**config.mk**
```make
export PLATFORM = sky130hd
export DESIGN_NAME = if_pc_ctrl
export DESIGN_NICKNAME = d
export VERILOG_FILES = /design/src/rtl/if_pc_ctrl.sv
export SDC_FILE = /design/constraint.sdc
export NUM_CORES = 1
export LEC_CHECK = 0
export ABC_CLOCK_PERIOD_IN_PS = 2230
export BUFFER_PORTS_ARGS = -buffer_cell sky130_fd_sc_hd__clkbuf_2
export CELL_PAD_IN_SITES_DETAIL_PLACEMENT = 2
export CELL_PAD_IN_SITES_GLOBAL_PLACEMENT = 2
export CORE_AREA = 8 8 176 178
export DETAILED_ROUTE_END_ITERATION = 8
export DIE_AREA = 0 0 184 186
export MAX_ROUTING_LAYER = met4
export PLACE_DENSITY_LB_ADDON = 0.1
export SLEW_MARGIN = 20
export SYNTH_ARGS = -nofsm -noshare
export SYNTH_HDL_FRONTEND = slang
export SYNTH_SLANG_ARGS = --single-unit
```
**constraint.sdc**
```tcl
create_clock -name clk -period 2.23 [get_ports clk]
set_clock_uncertainty 0.15 [all_clocks]
set_input_delay 0.223 -clock clk [delete_from_list [all_inputs] [get_ports clk]]
set_output_delay 0.223 -clock clk [all_outputs]
set_load 0.01 [all_outputs]
```
**src/rtl/if_pc_ctrl.sv**
```systemverilog
// Instruction-fetch PC controller: owns the PC, requests instruction words and registers them into the IF/ID outputs.
// Latency: a word accepted on one rising edge appears on if_* on the next; one bubble cycle after reset and after every redirect.
// Backpressure: stall with a live if_valid holds if_*, pc and fetch_count and drops imem_req; imem_addr stays put while memory is waiting.
module if_pc_ctrl #(
  parameter logic [31:0] RESET_PC = 32'h00000000
) (
  input  logic        clk,
  input  logic        rst,
  input  logic        stall,
  input  logic        redirect,
  input  logic [31:0] redirect_pc,
  output logic        imem_req,
  output logic [31:0] imem_addr,
  input  logic        imem_valid,
  input  logic [31:0] imem_rdata,
  output logic        if_valid,
  output logic [31:0] if_pc,
  output logic [31:0] if_instr,
  output logic [31:0] if_npc,
  output logic [31:0] fetch_count
);

  localparam logic [1:0] S_BOOT  = 2'd0;
  localparam logic [1:0] S_FETCH = 2'd1;
  localparam logic [1:0] S_FLUSH = 2'd2;

  logic [1:0]  state;
  logic [1:0]  state_nxt;
  logic [31:0] pc;
  logic [31:0] pc_plus4;
  logic        hold;
  logic        accept;

  // Address arithmetic wraps naturally at 2^32.
  assign pc_plus4 = pc + 32'd4;

  // A live instruction that the hazard unit is holding blocks new fetches.
  assign hold = stall & if_valid;

  // Request only in FETCH and never while reset is applied.
  assign imem_req  = ~rst & (state == S_FETCH) & ~hold;
  assign imem_addr = pc;

  // A returned word is taken only when it answers our own request and no redirect kills it.
  assign accept = (state == S_FETCH) & imem_req & imem_valid & ~redirect;

  // Next-state decode: redirect always lands in FLUSH, BOOT and FLUSH each last one cycle.
  always_comb begin
    state_nxt = state;
    if (redirect) begin
      state_nxt = S_FLUSH;
    end else begin
      case (state)
        S_BOOT:  state_nxt = S_FETCH;
        S_FETCH: state_nxt = S_FETCH;
        S_FLUSH: state_nxt = S_FETCH;
        default: state_nxt = S_BOOT;
      endcase
    end
  end

  // State register.
  always_ff @(posedge clk) begin
    if (rst) begin
      state <= S_BOOT;
    end else begin
      state <= state_nxt;
    end
  end

  // PC: reload on redirect, advance on accept, otherwise hold (keeps imem_addr stable during waits).
  always_ff @(posedge clk) begin
    if (rst) begin
      pc <= RESET_PC;
    end else if (redirect) begin
      pc <= redirect_pc;
    end else if (accept) begin
      pc <= pc_plus4;
    end
  end

  // IF/ID valid: set on accept, cleared by redirect or by a bubble, held while stalled.
  always_ff @(posedge clk) begin
    if (rst) begin
      if_valid <= 1'b0;
    end else if (redirect) begin
      if_valid <= 1'b0;
    end else if (accept) begin
      if_valid <= 1'b1;
    end else if (state != S_FETCH || !hold) begin
      if_valid <= 1'b0;
    end
  end

  // IF/ID payload and delivery counter only move when a word is accepted.
  always_ff @(posedge clk) begin
    if (rst) begin
      if_pc       <= 32'd0;
      if_instr    <= 32'd0;
      if_npc      <= 32'd0;
      fetch_count <= 32'd0;
    end else if (accept) begin
      if_pc       <= pc;
      if_instr    <= imem_rdata;
      if_npc      <= pc_plus4;
      fetch_count <= fetch_count + 32'd1;
    end
  end

endmodule

```
After elaboration in Yosys (flattened, before gate mapping)
Index checks and enable logic that the tools add are counted.
- flip-flop bits (word level): 163
- output and inout port bits: 162
- logic and storage cells: 35
- $add $sub $neg: 2
- eq/ne operators: 3
- multiplexer cells: 6
- bitwise gates (word level): 9
- reductions and logical operators: 7
- operators by type and width (operator ; count):
    32-bit 2-to-1 mux ; 2
    32-bit by 1-bit adder with 32-bit output (second input constant) ; 1
    32-bit by 3-bit adder with 32-bit output (second input constant) ; 1
    1-bit bitwise AND ; 6
    2-bit nonzero test ; 2
    1-bit 2-to-1 mux ; 3
    1-bit inverter ; 3
    3-bit OR reduction ; 1
    2-bit by 1-bit equality test with 1-bit output (second input constant) ; 1
    2-bit equality test (second input constant) ; 1
    2-bit zero test ; 1
    2-bit 2-to-1 mux ; 1
    2-bit by 1-bit != test with 1-bit output (second input constant) ; 1
    2-bit OR reduction ; 1
    1-bit zero test ; 1
    1-bit logical OR ; 1

Logic depth before layout (Yosys ltp)
- word-level depth: 8
- mapped depth: 8

Worst setup path after synthesis
Ideal clock, no wire load.
- kind: flip-flop to flip-flop
- start: reg fetch_count[8]
- end: reg fetch_count[30]
- setup time: 0.070 ns
- arrival time: 2.061 ns
- slack: -0.052 ns
- stages on the path, launching flop included: 7
- buffers on the path: 1
- cells stage by stage: dfxtp_1 nand4_2 or4_4 buf_6 or4_4 or3_1 a21oi_1
- longest elaborated chain between the ends: 1
- RTL lines (element ; RTL line ; RTL):
    start: declaration ; 20 ; output logic [31:0] fetch_count
    start signal: assignment ; 106 ; fetch_count <= fetch_count + 32'd1;
    32-bit by 1-bit adder with 32-bit output ; 106 ;
Every way passes these cells.
A chain may end at the register's enable or synchronous reset.

Worst setup path in the final report
- start: reg fetch_count[10]
- end: reg fetch_count[30]
The elaborated chain is that of the path after synthesis.

==> flow_summary.yaml <==
run_status:
  status: "finished clean"
clock_network:
  cts_tree: "yes"
  cts_root_buf: "clkbuf_16"
  path_clk_slew_ps: 70
  htree_levels: 4
  cts.sinks: 161
  worstSkewPairLatency_ps: 430
  cts_buffers: 17
  cts_setup_buffers: 0
  clockBufferDepth: 2
placement:
  io_buffer_count: 230
  hpwl_mm: 20.6
  dp.cells: 1479
  post-place-ws_ps: -12.7
  place_congestion: 0.761
  placed_area_mm2: 0.00897
drt:
  antenna_left: 0
  drt_iter0_drc: 237
  post-route-drc-count: 0
  wirelength_mm: 29.0
  wl_per_cell_um: 18.4
  num_vias: 7305
  dr.pass1.iters: 4
  viasPerCell: 4.63
global_route:
  grt_pass1_wl_mm: 45.8
  grt_antenna_before_repair: 2
  grt_usage: 0.174
  grt_pass1_vias: 7831
  grt_overflow: 0
  grt_max_degree: 117
logic_synthesis:
  synthArstFlopShare: 0
  syn_nets: 926
  synth_edf_count: 0
  synthesis.instances: 855
  ys.flop_type: "dfxtp_1"
  yosysWarnings: 0
  syn_avg_cell_area_um2: 8.11
  ys_seq_elements: 161
  ys_seq_area_frac: 0.465
  synth_cell_types: 41
  syn_area_mm2: 0.00693
timing:
  setup_tns_ps: 0
  tightest_slew_ps: 804
  relSlewSlack: 0.462
  final.min_clock_period_ps: 2170
  fin_ws_ps: 58.0
  timing.hold.ws_ps: 15.3
  setup_viol: 0
  fmax_mhz: 460
  rsz0062_at_grt: "true"
  report.final.slew_viol_count: 0
  final-hold-violation-count: 0
  fin_crit_sh: 0.974
worst_setup_path:
  critical_path_buf_inv_count: 0
  end_kind: "register"
  cp_common_cell: "or4_4"
  critPathKind: "reg -> reg"
  cp_cell_sequence: "nand4_2 -> or4_4 -> or4_4 -> or3_1 -> a21oi_1"
  crit_family: "simple AND/OR/NAND/NOR gates"
  cp_slowest_cell: "or4_4"
  slowest_delay_ps: 530
  worstPathRequired_ps: 2420
  crit_fanout: 4
  setup.worst_path.start_class: "register"
  arrival_ps: 2360
layout:
  area_delta_synth_final_pct: 47.3
  most-common-layout-cells: "clkbuf_2, nand2_1, dfxtp_1"
  final_common_cell: "clkbuf_2"
  final_nets: 1249
  layout.cells.non_filler: 1577
  fin_area_mm2: 0.0102
  layout-drive-gt1-share: 0.298
  final_util: 0.362
floorplanning:
  initial_core_util: 0.246
  rows: 62
  num_io_pins: 231
  die_h_um: 186
  die_area_mm2: 0.0342
  fp.dieW_um: 184
  core-area_mm2: 0.0282
power:
  cellLeakagePower_nw: 4.02
  p_per_area_mw_per_mm2: 639
  power.total_mw: 6.52
  peakVddDrop_mv: 0.343
run:
  maxCapViolCount: 0
worst_hold_path:
  worst_hold_path_type: "in -> reg"
==> final cells by class <==
cell class | count | area [um2]
Fill cell | 3313 | 18000
Multi-Input combinational cell | 619 | 3440
Sequential cell | 161 | 3230
Timing Repair Buffer | 369 | 2440
Tap cell | 384 | 480
Clock buffer | 20 | 447
Clock inverter | 12 | 124
Inverter | 10 | 37.5
Antenna cell | 2 | 5.00
==> flip-flops by register name, indices dropped and copies added, names as in the netlist <==
name and cells:
if_npc 30, state 2, if_instr 32, fetch_count 32, if_pc 32, imem_addr 32, if_valid 1
==> routing by layer <==
metal | wire length, um | track usage
met5 | 0 | -
met3 | 1580 | 0.0431
met2 | 13500 | 0.277
met1 | 13700 | 0.223
met4 | 202 | 0.0342
==> logic make-up (layout without fill, tap and decap cells) <==
logic type / count (synthesis) / in the layout / share of synthesized area
and+or+nand+nor: 385 / 385 / 0.257
DFF: 161 / 161 / 0.465
AOI/OAI and AO/OA: 155 / 155 / 0.132
buffers and inverters: 75 / 411 / 0.0446
xor gates and xnor gates: 73 / 73 / 0.0922
muxes: 4 / 4 / 0.00595
adders and majority gates: 2 / 2 / 0.00361
other: 0 / 2 / 0
==> worst paths after layout <==
| kind | end | slack [ps] | from | depth (start not counted) |
|---|---|---|---|---|
| setup / recovery | fetch_count[30] | 60 | fetch_count[10] | 5 |
| hold / removal | imem_addr[17] | 20 | redirect_pc[17] | 3 |
| hold reg to reg | state[0] | 280 | state[0] | 1 |
| setup reg to reg | fetch_count[30] | 60 | fetch_count[10] | 5 |
==> cells in the mapped netlist, types with 18 or more instances <==
cell type	instances	area, um2
nand2_1	171	642
dfxtp_1	161	3220
a21oi_1	81	405
nor2_1	79	297
clkbuf_1	56	210
xnor2_1	46	403
a211oi_1	33	248
nand3_1	30	150
xor2_1	27	236
nand4_1	24	150
o21ai_0	23	115
nor3_1	18	90.1
==> worst min-delay path: stages <==
cell and delay, ps:
clkbuf_2 100, o21a_1 100, o21a_1 120
==> timing repair <==
item | in CTS | in global routing
endpoints found under the setup margin | 0 | 7
hold buffers | 64 | 0
gates resized for setup | 0 | 7
endpoints found under the hold margin | 64 | 0
==> where the power goes <==
part | switching (mW) | internal [mW] | leakage (nW)
Clock | 1.32 | 1.59 | 0.266
Combinational | 0.339 | 0.291 | 2.44
Sequential | 0.0449 | 2.93 | 1.31
No activity file was read; power rests on OpenSTA's default activity.
